### src/rtl/datmem_pkg.sv
// rtl/datmem_pkg.sv - shared types and constants for the data-memory arbiter
package datmem_pkg;
    typedef enum logic [1:0] {IDLE, BEAT, DONE} state_t;
    localparam logic GNT_CPU = 1'b0;
    localparam logic GNT_LD  = 1'b1;
    localparam int   BEATS   = 4;
endpackage

### src/rtl/datmem_arbiter_rr_arb2.sv
// rtl/datmem_arbiter_rr_arb2.sv - two-way round-robin / fixed-priority arbiter
module rr_arb2
    import datmem_pkg::*;
#(
    parameter int LD_PRIO = 0
) (
    input  logic clk,
    input  logic reset,
    input  logic en,
    input  logic req_cpu,
    input  logic req_ld,
    output logic gnt_valid,
    output logic gnt
);
    logic last_grant;

    always_comb begin
        gnt_valid = req_cpu | req_ld;
        gnt       = GNT_CPU;
        if (req_cpu && req_ld) begin
            gnt = (LD_PRIO != 0) ? GNT_LD : ~last_grant;
        end else if (req_ld) begin
            gnt = GNT_LD;
        end
    end

    // Reset to LD so the CPU wins the very first tie.
    always_ff @(posedge clk) begin
        if (reset) begin
            last_grant <= GNT_LD;
        end else if (en && gnt_valid) begin
            last_grant <= gnt;
        end
    end
endmodule

### src/rtl/datmem_arbiter.sv
// rtl/datmem_arbiter.sv - serialises CPU/LD word accesses into byte beats on a shared memory
module datmem_arbiter
    import datmem_pkg::*;
#(
    parameter int ADDR_W  = 5,
    parameter int LD_PRIO = 0
) (
    input  logic              clk,
    input  logic              reset,
    input  logic              cpu_req,
    input  logic              cpu_we,
    input  logic [ADDR_W-1:0] cpu_addr,
    input  logic [31:0]       cpu_wdata,
    output logic [31:0]       cpu_rdata,
    output logic              cpu_ready,
    input  logic              ld_req,
    input  logic              ld_we,
    input  logic [ADDR_W-1:0] ld_addr,
    input  logic [31:0]       ld_wdata,
    output logic [31:0]       ld_rdata,
    output logic              ld_ready,
    output logic [ADDR_W-1:0] mem_addr,
    output logic              mem_we,
    output logic [7:0]        mem_wdata,
    input  logic [7:0]        mem_rdata,
    output logic              busy
);
    state_t            state, state_nxt;
    logic [1:0]        beat;
    logic              gnt;
    logic              lat_we;
    logic [ADDR_W-1:0] lat_addr;
    logic [31:0]       lat_wdata;
    logic [31:0]       rd_word;
    logic              arb_valid;
    logic              arb_gnt;

    rr_arb2 #(.LD_PRIO(LD_PRIO)) u_arb (
        .clk       (clk),
        .reset     (reset),
        .en        (state == IDLE),
        .req_cpu   (cpu_req),
        .req_ld    (ld_req),
        .gnt_valid (arb_valid),
        .gnt       (arb_gnt)
    );

    always_comb begin
        state_nxt = state;
        case (state)
            IDLE:    if (arb_valid) state_nxt = BEAT;
            BEAT:    if (beat == 2'(BEATS - 1)) state_nxt = DONE;
            DONE:    state_nxt = IDLE;
            default: state_nxt = IDLE;
        endcase
    end

    // Memory-side outputs depend only on registered state, never on requester inputs.
    always_comb begin
        busy      = (state != IDLE);
        mem_we    = (state == BEAT) && lat_we;
        mem_addr  = (state == BEAT) ? lat_addr + ADDR_W'(beat) : '0;
        mem_wdata = mem_we ? lat_wdata[31:24] : 8'h00;
        cpu_ready = (state == DONE) && (gnt == GNT_CPU);
        ld_ready  = (state == DONE) && (gnt == GNT_LD);
    end

    always_ff @(posedge clk) begin
        if (reset) begin
            state     <= IDLE;
            beat      <= 2'd0;
            gnt       <= GNT_CPU;
            lat_we    <= 1'b0;
            lat_addr  <= '0;
            lat_wdata <= 32'h0;
            rd_word   <= 32'h0;
            cpu_rdata <= 32'h0;
            ld_rdata  <= 32'h0;
        end else begin
            state <= state_nxt;
            case (state)
                IDLE: begin
                    if (arb_valid) begin
                        gnt       <= arb_gnt;
                        beat      <= 2'd0;
                        lat_we    <= (arb_gnt == GNT_LD) ? ld_we    : cpu_we;
                        lat_addr  <= (arb_gnt == GNT_LD) ? ld_addr  : cpu_addr;
                        lat_wdata <= (arb_gnt == GNT_LD) ? ld_wdata : cpu_wdata;
                    end
                end
                BEAT: begin
                    // Big-endian: shift write bytes out and read bytes in MSB first.
                    beat      <= beat + 2'd1;
                    lat_wdata <= lat_wdata << 8;
                    rd_word   <= {rd_word[23:0], mem_rdata};
                    if (beat == 2'(BEATS - 1) && !lat_we) begin
                        if (gnt == GNT_CPU) cpu_rdata <= {rd_word[23:0], mem_rdata};
                        else                ld_rdata  <= {rd_word[23:0], mem_rdata};
                    end
                end
                default: ;
            endcase
        end
    end
endmodule

### config.mk
export PLATFORM = sky130hd
export DESIGN_NAME = datmem_arbiter
export DESIGN_NICKNAME = d
export VERILOG_FILES = /design/src/rtl/datmem_pkg.sv /design/src/rtl/datmem_arbiter_rr_arb2.sv /design/src/rtl/datmem_arbiter.sv
export SDC_FILE = /design/constraint.sdc
export NUM_CORES = 1
export LEC_CHECK = 0
export ABC_AREA = 1
export CORE_MARGIN = 2
export CORE_UTILIZATION = 40
export CTS_CLUSTER_DIAMETER = 120
export CTS_CLUSTER_SIZE = 28
export DETAILED_ROUTE_END_ITERATION = 8
export HOLD_SLACK_MARGIN = 0.1
export PLACE_DENSITY = 0.67
export SLEW_MARGIN = 40
export SYNTH_ARGS = -nofsm -noshare
export SYNTH_HDL_FRONTEND = slang
export SYNTH_HIERARCHICAL = 1
export SYNTH_SLANG_ARGS = --single-unit
export TNS_END_PERCENT = 1
### constraint.sdc
create_clock -name clk -period 2 [get_ports clk]
set_clock_uncertainty 0.15 [all_clocks]
set_input_delay 0.4 -clock clk [delete_from_list [all_inputs] [get_ports clk]]
set_output_delay 0.4 -clock clk [all_outputs]
set_load 0.05 [all_outputs]
# [Word level (Yosys, flattened, before mapping)]
# Cells that the tools add are included.
[word_totals] register_bits=132 in_bits=88 out_inout_bits=81
[classes] eq_ne=5 bitwise_logic=3 add_sub_neg=2 n_mux=14 n_reduce_logical=15
[ops] cell="$mux W32" count=2
[ops] cell="$pmux W32 S2" count=1
[ops] cell="$mux W5" count=2
[ops] cell="$mux W8" count=1
[ops] cell="$pmux W2 S2" count=2
[ops] cell="$logic_and A1 B1 Y1" count=6
[ops] cell="$mux W2" count=3
[ops] cell="$reduce_and A2 Y1" count=3
[ops] cell="$reduce_and A3 Y1" count=2
[ops] cell="$add A5 B2 Y5" count=1
[ops] cell="$eq A2 B2 Y1 const B" count=2
[ops] cell="$reduce_bool A2 Y1" count=2
[ops] cell="$mux W1" count=3
[ops] cell="$add A2 B1 Y2 const B" count=1
[ops] cell="$eq A2 B1 Y1 const B" count=1
[ops] cell="$logic_not A2 Y1" count=1
[ops] cell="$ne A2 B1 Y1 const B" count=1
[ops] cell="$ne A2 B2 Y1 const B" count=1
[ops] cell="$not A1 Y1" count=2
[ops] cell="$logic_not A1 Y1" count=1
[ops] cell="$or A1 B1 Y1" count=1

# [Longest topological paths before layout]
# Gate-level depths: netlist of the first run.
[logic_depth] word_depth=5 ltp_mapped=10 mapped_depth_nobuf=8

# [Cells and area by module]
# The synthesis of the first run kept the hierarchy.
[modules_own_cells] module="datmem_arbiter" cells_each=861 n_inst=1 area_each_um2=5731.7
[modules_own_cells] module="rr_arb2" cells_each=9 n_inst=1 area_each_um2=60.1

# [Worst setup path before layout of the first run]
# Ideal clock, no wire load.
[synth_path] path_kind="reg-to-output" start="register state[0]" end="output mem_wdata[0]" path_stages_with_launch=6 t_required_ns=1.450 arrival_ns=2.358 setup_slack_ns=-0.908 n_path_buf=1 path_cell_list="dfxtp_1 -> nand2_2 -> buf_4 -> nor2_1 -> inv_1 -> nor2_1"
[synth_via] elab_chain_cells=3
[synth_rtl] element="from (decl)" line="datmem_arbiter.sv:28" rtl="state_t state, state_nxt;"
[synth_rtl] element="from (signal assigned)" line="datmem_arbiter.sv:80" rtl="state <= state_nxt;"
[synth_rtl] element="$eq A2 B1 Y1" line="datmem_arbiter.sv:61" rtl="mem_we = (state == BEAT) && lat_we;"
[synth_rtl] element="$logic_and A1 B1 Y1" line="datmem_arbiter.sv:61"
[synth_rtl] element="named net mem_we" line="datmem_arbiter.sv:23" rtl="output logic mem_we,"
[synth_rtl] element="$mux W8" line="datmem_arbiter.sv:63" rtl="mem_wdata = mem_we ? lat_wdata[31:24] : 8'h00;"
[synth_rtl] element="to (decl)" line="datmem_arbiter.sv:24" rtl="output logic [7:0] mem_wdata,"
# The timed path passes the listed nets, and every way through them passes these cells.

# [Final worst setup path of the first run]
[layout_path] start="register beat[0]" end="output mem_addr[4]"
[layout_via] elab_chain_cells=2
[layout_rtl] element="from (decl)" line="datmem_arbiter.sv:29" rtl="logic [1:0] beat;"
[layout_rtl] element="from (signal assigned)" line="datmem_arbiter.sv:93" rtl="beat <= beat + 2'd1;"
[layout_rtl] element="$add A5 B2 Y5" line="datmem_arbiter.sv:62" rtl="mem_addr = (state == BEAT) ? lat_addr + ADDR_W'(beat) : '0;"
[layout_rtl] element="$mux W5" line="datmem_arbiter.sv:62"
[layout_rtl] element="to (decl)" line="datmem_arbiter.sv:22" rtl="output logic [ADDR_W-1:0] mem_addr,"
# Every way passes these cells.

==> results of run 1 <==
[synthesized netlist by cell type, drive strengths merged]
cell type,instances,area (sq um)
a21oi,43,215
xor2,1,8.76
nand2,260,978
nor2,164,636
and3,1,6.26
fa,1,20.0
clkbuf,15,57.6
inv,80,300
dfxtp,132,2640
a21boi,1,7.51
nor3,2,10.0
ha,3,37.5
nand3,59,300
o21ai,68,344
or2,1,6.26
buf,38,218
clkinv,1,3.75
[per-layer routing]
| metal | global-route usage, % | wire length (um) |
|---|---|---|
| met1 | 28.1 | 7650 |
| met2 | 32.0 | 7170 |
| met3 | 6.87 | 1020 |
| met4 | 7.20 | 248 |
| met5 | 0 | 0 |
[worst max-delay path: stages (launching register included)]
cell	delay (ps)
dfxtp_2	350
ha_4	140
inv_2	30
fa_2	340
nor2_2	110
nand2_1	60
xor2_1	140
nor2_2	130
buf_12	150
[registers in the layout (all words and copies together) (netlist names)]
| name | count |
|---|---|
| u_arb/last_grant | 1 |
| state | 2 |
| cpu_rdata | 32 |
| lat_addr | 5 |
| gnt | 1 |
| lat_wdata | 32 |
| lat_we | 1 |
| ld_rdata | 32 |
| rd_word | 24 |
| beat | 2 |
[path summary, 6_finish.rpt]
check	from	endpoint	slack (ps)	cells after the start
worst min register to register	lat_wdata[6]	lat_wdata[6]	310	2
worst max register to register	beat[0]	ld_rdata[11]	180	7
worst max-delay path	beat[0]	mem_addr[4]	-430	8
worst min-delay path	lat_wdata[6]	lat_wdata[6]	310	2
[layout by cell type, fill, tap and decap left out, types with 3 or more instances in the layout]
cell / Yosys / layout
o21ai_1: 11 / 12
o21ai_0: 56 / 55
clkbuf_16: 0 / 17
inv_2: 4 / 6
nand3_1: 58 / 58
nor2_4: 2 / 12
clkdlybuf4s50_1: 0 / 87
a21oi_1: 43 / 42
nand2_1: 259 / 259
clkbuf_1: 14 / 3
buf_4: 4 / 86
nor2_2: 2 / 7
dfxtp_1: 132 / 129
inv_1: 76 / 73
buf_12: 0 / 24
dfxtp_2: 0 / 3
nor2_1: 160 / 145
[report_power, final]
group          total, uW  switching, uW  internal, uW
registers           2830           82.2          2750
clock network       2790           1050          1730
logic                940            518           421
total               6560           1660          4910
[stage by stage]
stage / area, sq um / setup slack (ps) / TNS, ps
2_1_floorplan: 5880 / -279 / -2680
3_3_place_gp: 7820 / -101 / -1160
3_5_place_dp: 7820 / -111 / -1850
4_1_cts: 8390 / -465 / -2520
5_1_grt: 8400 / -524 / -3210
6_report: 8400 / -426 / -2280
[area by class of cell]
| cell class | instances | area [sq um] | area share [%] |
|---|---|---|---|
| clock buffer | 22 | 464 | 5.53 |
| clock inverter | 5 | 56.3 | 0.670 |
| inverter | 81 | 308 | 3.66 |
| multi-input combinational | 604 | 2690 | 32.1 |
| sequential | 132 | 2650 | 31.5 |
| tap | 180 | 225 | 2.68 |
| timing repair buffer | 198 | 2010 | 23.9 |
[logic make-up after synthesis]
logic type	count (synthesis)	synth area share [%]
AND/OR/NAND/NOR	487	33.4
buffers and inverters	134	10.0
adder cells (fa/ha/maj)	4	0.994
AO/OA/AOI/OAI	112	9.79
XOR/XNOR	1	0.151
flip-flops	132	45.6
[what timing repair did]
| action | 4_1_cts | 5_1_grt |
|---|---|---|
| setup endpoints to repair | 13 | 13 |
| resized for setup | 12 | 2 |
| setup buffers | 2 | 1 |
| pin swaps | 7 | 5 |
| endpoints found under the hold margin | 0 | 0 |
==> flow_metrics.py, run 1 <==
metrics = {
    "final_layout": {
        "syn_to_final_growth_pct": 45.0,
        "final_cells": 1222,
        "drive_gt1_share_pct": 16.4,
        "final_nets": 1126,
        "antenna_cells": 0,
        "post-route-util_pct": 60.1,
        "n_fill_cell": 1316,
    },
    "setup_path": {
        "cp-start-kind": "flop",
        "crit_arrival_ps": 1880,
        "cp_data_required_time_ps": 1450,
        "end_kind": "output pin",
        "crit_type": "reg2out",
        "critPathMaxFanout": 2,
    },
    "sta": {
        "rsz0062_at_grt": "yes",
        "holdWs_ps": 314,
        "timing.max_slew.rel_slack_pct": 61.9,
        "hold_violations": 0,
        "finalSetupViolations": 12,
        "layout_min_cycle_time_ps": 2430,
        "min_period_over_period_pct": 121,
        "setup_slack_ps": -426,
        "tightest_slew_ps": 570,
        "drv_slew": 0,
        "fmax_mhz": 412,
    },
    "cts": {
        "htree_levels": 4,
        "clk_pin_slew_ps": 50,
        "cts.sinks": 132,
        "cts_buffers": 17,
        "cts_tree": "built",
        "postCtsHoldBufs": 0,
        "ctsLongestPathBuffers": 2,
        "clk_latency_ps": 410,
        "root_buffer": "clkbuf_16",
    },
    "floorplanning": {
        "chipHeight_um": 124,
        "io_pins": 169,
        "rows": 43,
        "core_area_sq_mm": 0.0140,
        "die_area_sq_mm": 0.0155,
        "die_x_um": 124,
        "start_util_pct": 41.4,
    },
    "synthesis": {
        "syn_nets": 962,
        "post_synth.cell_area_avg_sq_um": 6.66,
        "ys_ff_latch": 132,
        "yosysSeqAreaShare_pct": 45.6,
        "syn_inst": 870,
        "yosysUniqueCellTypes": 28,
        "yosys_warnings": 6,
        "syn-cell-area_sq_mm": 0.00579,
    },
    "drt": {
        "ant_nets": 0,
        "wl_mm": 16.1,
        "drt_iter0_markers": 336,
        "viasPerCell": 4.69,
        "wl_per_cell_um": 13.2,
        "first_pass_iters": 5,
        "drcViolationCount": 0,
        "vias": 5733,
    },
    "job": {
        "maxCapViolations": 0,
    },
    "global_routing": {
        "grt_pass1_vias": 5446,
        "grt_max_degree": 52,
        "track_usage_pct": 21.0,
        "antenna_found_initial": 0,
        "grt_pass1_wl_mm": 26.6,
        "gr-total-overflow": 0,
    },
    "worst_hold_path": {
        "worstHoldPathType": "reg2reg",
    },
    "power_and_ir_drop": {
        "vdd_drop_max_v": 0.000491,
        "leakage_uw": 0.00396,
        "power.density_mw_per_mm2": 781,
        "finalPower_uw": 6560,
    },
    "placed_design": {
        "port_buffers": 168,
        "dp_hpwl_mm": 11.1,
        "place_inst": 1192,
        "gp_congestion": 0.811,
    },
    "run_status": {
        "status": "complete, but fails checks",
        "violations": "setup timing",
    },
}
Note: power is estimated with default switching activity, not from simulation.
==> run 2, diff against run 1 <==
Settings changed: CTS_CLUSTER_DIAMETER 120 to 60, DONT_BUFFER_PORTS from default to 1, PLACE_DENSITY 0.67 to 0.52, SYNTH_HIERARCHICAL 1 to default.
==> run 2 against run 1 <==
Compared with the run above:
- the run still ends with setup timing left
- non-clock buffer count down 127
- sequential power up 2%
- via count down 6.6%
- count of clock-buffer cells in the layout fell by 1
- power is 4.7% higher
- synthesized cell count is 2.3% lower
- maximum frequency up 3.0%
- wire length is 5.2% lower
- critical path type unchanged
- largest power group is now clock
==> flow_metrics.py, run 2 <==
metrics = {
    "cts": {
        "htree_levels": 4,
        "root_buffer": "clkbuf_16",
        "clk_latency_ps": 410,
        "cts_tree": "built",
        "cts.sinks": 132,
        "clk_pin_slew_ps": 50,
        "post_cts_buffers": 0,
        "cts_buffers": 17,
        "ctsLongestPathBuffers": 2,
    },
    "floorplanning": {
        "die_area_sq_mm": 0.0154,
        "rows": 43,
        "die_x_um": 124,
        "io_pins": 169,
        "chipHeight_um": 124,
        "core_area_sq_mm": 0.0140,
        "start_util_pct": 41.2,
    },
    "global_routing": {
        "grt_pass1_vias": 4889,
        "grt_max_degree": 78,
        "gr-total-overflow": 0,
        "grt_pass1_wl_mm": 23.9,
        "antenna_found_initial": 0,
        "track_usage_pct": 20.1,
    },
    "synthesis": {
        "syn-cell-area_sq_mm": 0.00576,
        "ys_ff_latch": 132,
        "syn_inst": 850,
        "synth_top_flop_cell": "dfxtp_1",
        "yosysSeqAreaShare_pct": 45.9,
        "synth-edff-count": 0,
        "post_synth.cell_area_avg_sq_um": 6.78,
        "yosysUniqueCellTypes": 26,
        "yosys_warnings": 0,
        "syn_nets": 942,
        "yosys.area.top_type_share_pct": 45.9,
        "synthTopCellsByCount": "nor2_1 (248), nand2_1 (135), dfxtp_1 (132)",
        "ys_async_sr_fraction_pct": 0,
        "synth.area.top_cells": "dfxtp_1 (46%), nor2_1 (16%), nand2_1 (8.8%), o21ai_0 (7.0%), nand3_1 (5.0%)",
        "synth_largest_area_cell": "dfxtp_1",
        "synth_most_common_cell": "nor2_1",
    },
    "setup_path": {
        "cp_data_required_time_ps": 1450,
        "r2r_start": "beat[0]",
        "critPathMaxFanout": 3,
        "cp-start-kind": "flop",
        "crit_arrival_ps": 1810,
        "critPathCapture": "mem_addr[4]",
        "end_kind": "output pin",
        "startpoint": "beat[0]",
        "r2r_end": "ld_rdata[28]",
        "crit_type": "reg2out",
        "worstPathCellList": "ha_4 > inv_2 > fa_2 > nor2_4 > a21oi_2 > nor3_4 > buf_12",
        "slowest_delay_ps": 370,
        "critPathSlowestCell": "fa_2",
        "r2r_setup_slack_ps": 250,
        "worstRegToRegCells": 9,
    },
    "sta": {
        "holdWs_ps": 107,
        "fmax_mhz": 425,
        "timing.max_slew.rel_slack_pct": 62.8,
        "finalSetupViolations": 12,
        "hold_violations": 0,
        "min_period_over_period_pct": 118,
        "drv_slew": 0,
        "rsz0062_at_grt": "yes",
        "layout_min_cycle_time_ps": 2360,
        "setup_slack_ps": -356,
        "tightest_slew_ps": 557,
    },
    "final_layout": {
        "n_fill_cell": 1367,
        "final_cells": 1076,
        "design_area_sq_mm": 0.00727,
        "syn_to_final_growth_pct": 26.1,
        "multi_input_area_sq_mm": 0.00275,
        "regArea_sq_mm": 0.00265,
        "final_common_cell": "nor2_1",
        "antenna_cells": 0,
        "final_nets": 977,
        "largestRegisters": "cpu_rdata (32), lat_wdata (32), ld_rdata (32)",
        "layout_common_cells": "nor2_1 (237), nand2_1 (134), dfxtp_1 (129)",
        "post-route-util_pct": 52.0,
        "drive_gt1_share_pct": 10.8,
    },
    "drt": {
        "wl_per_cell_um": 14.2,
        "first_pass_iters": 4,
        "vias": 5357,
        "drt_iter0_markers": 237,
        "drcViolationCount": 0,
        "ant_nets": 0,
        "viasPerCell": 4.98,
        "wl_mm": 15.3,
    },
    "placed_design": {
        "dp_hpwl_mm": 10.5,
        "placed_cell_area_sq_mm": 0.00625,
        "gp_congestion": 0.813,
        "port_buffers": 0,
        "place_inst": 1009,
    },
    "run_status": {
        "status": "complete, but fails checks",
        "violations": "setup timing",
    },
    "power_and_ir_drop": {
        "clkPwrFrac_pct": 45.6,
        "vdd_drop_max_v": 0.000561,
        "internal_power_uw": 5140,
        "combPwrFrac_pct": 12.4,
        "switching_share_pct": 25.3,
        "power.density_mw_per_mm2": 946,
        "power_frac_seq_pct": 42.0,
        "p_sw_uw": 1740,
        "leakage_uw": 0.00307,
    },
    "worst_hold_path": {
        "worstHoldPathType": "in2reg",
        "hold_start": "cpu_wdata[10]",
    },
    "job": {
        "maxCapViolations": 0,
    },
}
-- run 2: changes by cell type in the layout (fill, tap and decap cells not counted), moves of 5 or more --
cell and delta:
inv_1 -22, nor2_1 +92, a21oi_1 +12, o21ai_1 -7, nand3b_1 +8, nor2_2 -5
dlygate4sd3_1 +36, nand2_1 -125, buf_4 -68, buf_12 -8, clkdlybuf4s50_1 -87, o21ai_0 +26
-- run 2: repair_timing --
action,CTS,global route
hold buffers,37,0
pin swaps,4,2
setup endpoints to repair,12,12
hold endpoints to repair,71,0
resized for setup,10,2
cloned,0,0
-- run 2: routing by layer --
metal | vias to the layer above | part of all wire (%) | global-route usage (%)
li1 | 2759 | - | -
met5 | - | 0 | 0
met3 | 22 | 5.2 | 5.31
met4 | 0 | 1.8 | 7.79
met2 | 132 | 50 | 35.2
met1 | 2444 | 42 | 23.4
-- run 2: worst min-delay path by stage --
stage | end | slack, ps | cells past startpoint
final | lat_wdata[10] | 110 | 4
after CTS | lat_wdata[10] | 100 | 4
after detailed placement | lat_wdata[6] | 310 | 2
after floorplan | lat_wdata[0] | 290 | 2
after global placement | lat_wdata[0] | 300 | 2
after global routing | lat_wdata[20] | 110 | 4
-- run 2: cell families (layout without fill, tap and decap cells) --
group / after synthesis / in the layout / synth area share, %
AND/OR/NAND/NOR: 459 / 459 / 32.3
AO/OA/AOI/OAI: 142 / 142 / 12.3
buffers and inverters: 113 / 159 / 8.51
adder cells (fa/ha/maj): 4 / 4 / 0.999
flip-flops: 132 / 132 / 45.9
-- run 2: critical path, delay by kind of cell, from the launching register on --
kind / cells / cell delay [ps]
adder cells (fa/ha/maj): 2 / 510
AO/OA/AOI/OAI: 1 / 80
flip-flops: 1 / 350
buffers and inverters: 2 / 200
AND/OR/NAND/NOR: 2 / 260
-- run 2: power groups by stage --
| stage | clock network [uW] | logic, uW | registers (uW) |
|---|---|---|---|
| after global placement | 0 | 750 | 2940 |
| after global routing | 3310 | 965 | 2900 |
| final | 3140 | 849 | 2890 |
| after detailed placement | 0 | 764 | 2940 |
| after floorplan | 0 | 615 | 2900 |
| after CTS | 3200 | 857 | 2890 |
-- run 2: cell type report --
cell class	count	share of cell area, %
timing repair buffer	71	11.4
multi-input combinational	605	37.8
sequential	132	36.4
inverter	58	3.08
clock inverter	9	1.76
tap	180	3.10
clock buffer	21	6.47
-- run 2: stage by stage --
| stage | setup slack, ps | TNS (ps) | total power (uW) |
|---|---|---|---|
| 2_1_floorplan | -184 | -1500 | 3520 |
| 3_3_place_gp | -23.4 | -23.4 | 3690 |
| 3_5_place_dp | -85.5 | -85.5 | 3710 |
| 4_1_cts | -459 | -2850 | 6950 |
| 5_1_grt | -456 | -3530 | 7180 |
| 6_report | -356 | -2340 | 6870 |
